===== config.mk =====
export PLATFORM = sky130hd
export DESIGN_NAME = mem_arbiter
export DESIGN_NICKNAME = d
export VERILOG_FILES = /design/src/rtl/mem_arbiter_pkg.sv /design/src/rtl/mem_arb_grant.sv /design/src/rtl/mem_arbiter.sv
export SDC_FILE = /design/constraint.sdc
export NUM_CORES = 1
export LEC_CHECK = 0
export BUFFER_PORTS_ARGS = -buffer_cell sky130_fd_sc_hd__buf_4
export CORE_AREA = 2 2 109 111
export DETAILED_ROUTE_END_ITERATION = 7
export DIE_AREA = 0 0 111 113
export PLACE_DENSITY = 0.7
export SETUP_SLACK_MARGIN = 0.3
export SYNTH_ARGS = -nofsm -noshare
export SYNTH_HDL_FRONTEND = slang
export SYNTH_HIERARCHICAL = 1
export SYNTH_SLANG_ARGS = --single-unit

===== constraint.sdc =====
create_clock -name clk -period 1.6 [get_ports clk]
set_input_delay 0 -clock clk [delete_from_list [all_inputs] [get_ports clk]]
set_output_delay 0 -clock clk [all_outputs]
set_load 0.05 [all_outputs]

===== src/rtl/mem_arbiter_pkg.sv =====
// rtl/mem_arbiter_pkg.sv - shared types for the two-requester memory arbiter
// Holds the FSM state enum, the owner enum, grant bit positions and the
// timeout counter width helper. Optional feature macro: MEM_ARB_RR_EN.
package mem_arbiter_pkg;

    typedef enum logic [1:0] {
        ST_IDLE = 2'd0,
        ST_REQ  = 2'd1,
        ST_WAIT = 2'd2
    } state_t;

    typedef enum logic {
        OWN_IFU = 1'b0,
        OWN_LSU = 1'b1
    } owner_t;

    // bit positions inside the one-hot grant vector
    localparam int GNT_IFU = 0;
    localparam int GNT_LSU = 1;

    // the timeout counter is a byte for every TIMEOUT that fits in one
    function automatic int cnt_width(input int timeout);
        return (timeout <= 255) ? 8 : $clog2(timeout + 1);
    endfunction

endpackage


===== src/rtl/mem_arb_grant.sv =====
// rtl/mem_arb_grant.sv - grant selection between fetch and load/store requesters
// Ports: ifu_valid, lsu_valid (requests), last_served (owner of the previous
// grant), grant (one-hot, bit GNT_IFU / GNT_LSU, all-zero when nobody asks).
// MEM_ARB_RR_EN defined: simultaneous requests go to whoever was not served
// last. Undefined: LSU always beats IFU and last_served is ignored.
module mem_arb_grant
    import mem_arbiter_pkg::*;
(
    input  logic       ifu_valid,
    input  logic       lsu_valid,
    input  owner_t     last_served,
    output logic [1:0] grant
);

`ifndef MEM_ARB_RR_EN
    logic unused_last_served;
    assign unused_last_served = (last_served == OWN_LSU);
`endif

    always_comb begin
        grant = 2'b00;
        if (ifu_valid && lsu_valid) begin
`ifdef MEM_ARB_RR_EN
            if (last_served == OWN_LSU) grant[GNT_IFU] = 1'b1;
            else                        grant[GNT_LSU] = 1'b1;
`else
            grant[GNT_LSU] = 1'b1;
`endif
        end else if (lsu_valid) begin
            grant[GNT_LSU] = 1'b1;
        end else if (ifu_valid) begin
            grant[GNT_IFU] = 1'b1;
        end
    end

endmodule


===== src/rtl/mem_arbiter.sv =====
// rtl/mem_arbiter.sv - single-outstanding memory arbiter for fetch and load/store
// Ports: clk, rst (async active-low); ifu_* fetch request/response; lsu_*
// load/store request/response; mem_* downstream request/response; busy.
// Responses are combinational from the WAIT state so the shortest path from
// accept to response is two cycles. A WAIT that sees no response for TIMEOUT
// cycles answers the owner with err=1 on the following cycle.
// Optional feature macro: MEM_ARB_RR_EN (round-robin grant).
module mem_arbiter
    import mem_arbiter_pkg::*;
#(
    parameter int ADDR_W  = 32,
    parameter int DATA_W  = 32,
    parameter int TIMEOUT = 255
) (
    input  logic                clk,
    input  logic                rst,
    input  logic                ifu_req_valid,
    output logic                ifu_req_ready,
    input  logic [ADDR_W-1:0]   ifu_addr,
    output logic                ifu_resp_valid,
    output logic [DATA_W-1:0]   ifu_rdata,
    output logic                ifu_resp_err,
    input  logic                lsu_req_valid,
    output logic                lsu_req_ready,
    input  logic [ADDR_W-1:0]   lsu_addr,
    input  logic                lsu_wen,
    input  logic [DATA_W-1:0]   lsu_wdata,
    input  logic [DATA_W/8-1:0] lsu_wmask,
    output logic                lsu_resp_valid,
    output logic [DATA_W-1:0]   lsu_rdata,
    output logic                lsu_resp_err,
    output logic                mem_req_valid,
    input  logic                mem_req_ready,
    output logic [ADDR_W-1:0]   mem_addr,
    output logic                mem_wen,
    output logic [DATA_W-1:0]   mem_wdata,
    output logic [DATA_W/8-1:0] mem_wmask,
    input  logic                mem_resp_valid,
    input  logic [DATA_W-1:0]   mem_rdata,
    output logic                busy
);

    localparam int              CNT_W     = cnt_width(TIMEOUT);
    localparam logic [CNT_W-1:0] CNT_LIMIT = CNT_W'(TIMEOUT);
    localparam logic [CNT_W-1:0] CNT_MAX   = '1;

    state_t                state, state_nxt;
    owner_t                owner, last_served;
    logic [CNT_W-1:0]      cnt;
    logic [ADDR_W-1:0]     addr_q;
    logic                  wen_q;
    logic [DATA_W-1:0]     wdata_q;
    logic [DATA_W/8-1:0]   wmask_q;
    logic [1:0]            grant;
    logic                  accept, timed_out, resp_fire;
    logic [DATA_W-1:0]     resp_data;

    mem_arb_grant u_grant (
        .ifu_valid   (ifu_req_valid),
        .lsu_valid   (lsu_req_valid),
        .last_served (last_served),
        .grant       (grant)
    );

    assign accept    = (state == ST_IDLE) && (grant != 2'b00);
    assign timed_out = (state == ST_WAIT) && (cnt == CNT_LIMIT);

`ifdef MEM_ARB_RR_EN
    // reset to LSU so that IFU wins the first contested grant
    always_ff @(posedge clk or negedge rst) begin
        if (!rst)        last_served <= OWN_LSU;
        else if (accept) last_served <= grant[GNT_LSU] ? OWN_LSU : OWN_IFU;
    end
`else
    assign last_served = OWN_LSU;
`endif

    // state register
    always_ff @(posedge clk or negedge rst) begin
        if (!rst) state <= ST_IDLE;
        else      state <= state_nxt;
    end

    // next state
    always_comb begin
        state_nxt = state;
        case (state)
            ST_IDLE: if (accept)                       state_nxt = ST_REQ;
            ST_REQ:  if (mem_req_ready)                state_nxt = ST_WAIT;
            ST_WAIT: if (mem_resp_valid || timed_out)  state_nxt = ST_IDLE;
            default:                                   state_nxt = ST_IDLE;
        endcase
    end

    // latched request, owner and wait counter
    always_ff @(posedge clk or negedge rst) begin
        if (!rst) begin
            owner   <= OWN_IFU;
            addr_q  <= '0;
            wen_q   <= 1'b0;
            wdata_q <= '0;
            wmask_q <= '0;
            cnt     <= '0;
        end else begin
            if (accept) begin
                if (grant[GNT_LSU]) begin
                    owner   <= OWN_LSU;
                    addr_q  <= lsu_addr;
                    wen_q   <= lsu_wen;
                    wdata_q <= lsu_wdata;
                    wmask_q <= lsu_wmask;
                end else begin
                    owner   <= OWN_IFU;
                    addr_q  <= ifu_addr;
                    wen_q   <= 1'b0;
                    wdata_q <= '0;
                    wmask_q <= '0;
                end
            end
            if (state == ST_REQ && mem_req_ready)
                cnt <= '0;
            else if (state == ST_WAIT && cnt != CNT_MAX)
                cnt <= cnt + 1'b1;
        end
    end

    // outputs; readies are gated by rst so nothing is accepted while held in reset
    always_comb begin
        mem_req_valid  = (state == ST_REQ);
        busy           = (state != ST_IDLE);
        ifu_req_ready  = rst && (state == ST_IDLE) && grant[GNT_IFU];
        lsu_req_ready  = rst && (state == ST_IDLE) && grant[GNT_LSU];
        resp_fire      = (state == ST_WAIT) && (mem_resp_valid || timed_out);
        resp_data      = ((state == ST_WAIT) && mem_resp_valid) ? mem_rdata : '0;
        ifu_resp_valid = resp_fire && (owner == OWN_IFU);
        lsu_resp_valid = resp_fire && (owner == OWN_LSU);
        ifu_resp_err   = timed_out && !mem_resp_valid && (owner == OWN_IFU);
        lsu_resp_err   = timed_out && !mem_resp_valid && (owner == OWN_LSU);
        ifu_rdata      = (owner == OWN_IFU) ? resp_data : '0;
        lsu_rdata      = (owner == OWN_LSU) ? resp_data : '0;
    end

    assign mem_addr  = addr_q;
    assign mem_wen   = wen_q;
    assign mem_wdata = wdata_q;
    assign mem_wmask = wmask_q;

endmodule


==> impl_results.md <==
* Top Family by Delay on Critical Path: buffers and inverters
* DRT antenna net count at 0
* Crit end category: flip-flop
* Placed Instances at 737
* Final std cells w/o fill at 839
* Largest net degree at the start of global routing at 50
* # DRC at 0
* Fmax at 607.1 MHz
* DP Area at 6482 um2
* P_leak at 4.099 nW
* Gp weighted congestion at 0.9150
* DRT Pass-1 Iters at 4
* First-pass GRT wire length at 24.04 mm
* CTS clock-pin slew for the worst setup and hold paths at 60 ps
* Port Buffer Count at 279
* Vias/cell at 5.033
* CTS H-tree lvls at 3
* Grt ovf at 0
* Clock Tree Buf Depth at 2
* Filler Cells Inserted at 712
* Num ports at 280
* Worst Path Required at 1820 ps
* Skew-Pair Late Insertion Delay at 330 ps
* Final period util at 102.9%
* Area delta synth->final at 112.2%
* Slowest stage delay, CP at 430 ps
* Routed wire length per instance at 19.35 um
* Worst rel slew slack at 63.10%
* Buffers and inverters on the worst path at 3
* Root buffer cell: clkbuf_16
* Core footprint at 11,270 um2
* Post-Route WL at 16.24 mm
* Max Cap Viol at 0
* Post-layout nets at 832
* RSZ-0062 raised after global routing: yes
* Worst EP arrival at 1860 ps
* Pwr dens at 1789 nW/um2
* Slew Limit Fails at 0
* Post-DP HPWL at 9.946 mm
* Max FO, Critical Path at 7
* Yosys warning total at 6
* Least-Margin Pin Slew at 552.3 ps
* Ant diodes at 0
* Clock skew at 5.794 ps
* Status: finished with violations
* Overall power at 15.08 mW
* Via count at 4,223
* Worst path cell trace: buf_6 > nor2_4 > o21ai_4 > buf_12 > buf_16 > mux2_2
* HP Class: input port to flip-flop
* Commonest non-fill, non-tap cell in the layout: buf_4
* Syn Inst Count at 327
* Worst setup margin at -47.07 ps
* Initial drt markers at 187
* Vias in the first global route at 4,468
* Syn Area/Cell at 12.14 um2
* Most frequent cells in the layout: 227 x buf_4, 78 x dfrtp_1, 70 x and2_4, 68 x buf_8, 60 x mux2_2
* Setup Viol. Count Final at 71
* CP Class: flip-flop to flip-flop
* Die Y at 113 um
* Chip width at 111 um
* TritonCTS Sinks at 80
* Syn Nets at 467
* Type of origin of the critical path: flip-flop
* Failing checks: negative setup slack
* Finished Cell Area at 8428 um2
* CTS tree: yes
* Hold Vio Cnt, Final at 0
* Synthesized cell area at 3971 um2
* Initial antenna violation count at 0
* Initial core utilization at 35.23%
* Layout cell share with drive strength beyond 1 at 72.84%
* GRT Total Usage at 24.50%
* Die area at 12,540 um2
* Min Tclk post-route at 1647 ps
* Slowest-stage cell, CP: dfrtp_2
* CTS buffer count at 9
* Peak VDD IR at 1.505 mV
* # rows at 39
==> area by class of cell <==
| type | instances | area (um2) | area share [%] |
|---|---|---|---|
| repair buffers | 370 | 3736 | 44.33 |
| multi-input cells | 227 | 2236 | 26.53 |
| flip-flops and latches | 80 | 2004 | 23.78 |
| clock buffers | 11 | 232.7 | 2.761 |
| well taps | 143 | 178.9 | 2.123 |
| clock inverters | 4 | 22.52 | 0.2672 |
| inverters | 4 | 17.52 | 0.2078 |
==> report_power, final <==
| group | internal [mW] | switching, mW | total (mW) |
|---|---|---|---|
| Combinational | 4.04 | 5.71 | 9.75 |
| Sequential | 2.94 | 0.569 | 3.51 |
| Clock | 1.03 | 0.788 | 1.82 |
| Total | 8.01 | 7.07 | 15.1 |
==> routing by layer <==
metal / vias up / wire [um] / GRT usage [%]
met4: 0 / 609 / 11.00
met3: 44 / 1199 / 5.892
li1: 1896 / - / -
met5: - / 0 / 0
met2: 240 / 8705 / 45.77
met1: 2043 / 5722 / 26.27
==> final timing paths <==
path	start	endpoint	slack, ps	depth (start not counted)
worst min register to register	mem_wdata[30]	mem_wdata[30]	500	1
max in group asynchronous	rst	mem_addr[28]	980	3
worst max-delay path	state[0]	mem_addr[2]	-50	6
min in group asynchronous	rst	state[0]	100	2
worst min-delay path	ifu_addr[30]	mem_addr[30]	30	3
worst max register to register	state[0]	mem_addr[2]	-50	6
==> worst reg2reg max path: cells and delay by family, from the launching register on <==
family	cells	cell delay [ps]
buffers and inverters	3	450
AOI/OAI and AO/OA	1	170
muxes	1	260
and+or+nand+nor	1	220
DFF	1	430
==> per-stage QoR <==
step           worst slack (ps)  utilization [%]  setup TNS [ps]  hold WS [ps]
4_1_cts                  -20.77            72.59          -137.0         18.35
5_1_grt                  -120.9            74.77           -7692         23.23
2_1_floorplan             28.49                -               0        -295.6
3_3_place_gp              134.0            57.51               0        -131.0
6_report                 -47.07            74.77           -1858         25.08
3_5_place_dp              91.12            57.51               0        -128.0
==> sequential cells by signal, indices dropped and copies added, names as in the netlist <==
name       count
cnt            8
mem_addr      32
mem_wdata     32
mem_wen        1
mem_wmask      4
owner          1
state          2
==> what timing repair did <==
| item | in CTS | in global routing |
|---|---|---|
| cloned | 12 | 4 |
| endpoints found under the hold margin | 119 | 0 |
| hold buffers | 40 | 0 |
| setup endpoints to repair | 150 | 152 |
| pin swaps | 6 | 36 |
| gates resized for setup | 172 | 33 |
| setup buffers | 21 | 10 |
Power figures use the tool's default switching activity.
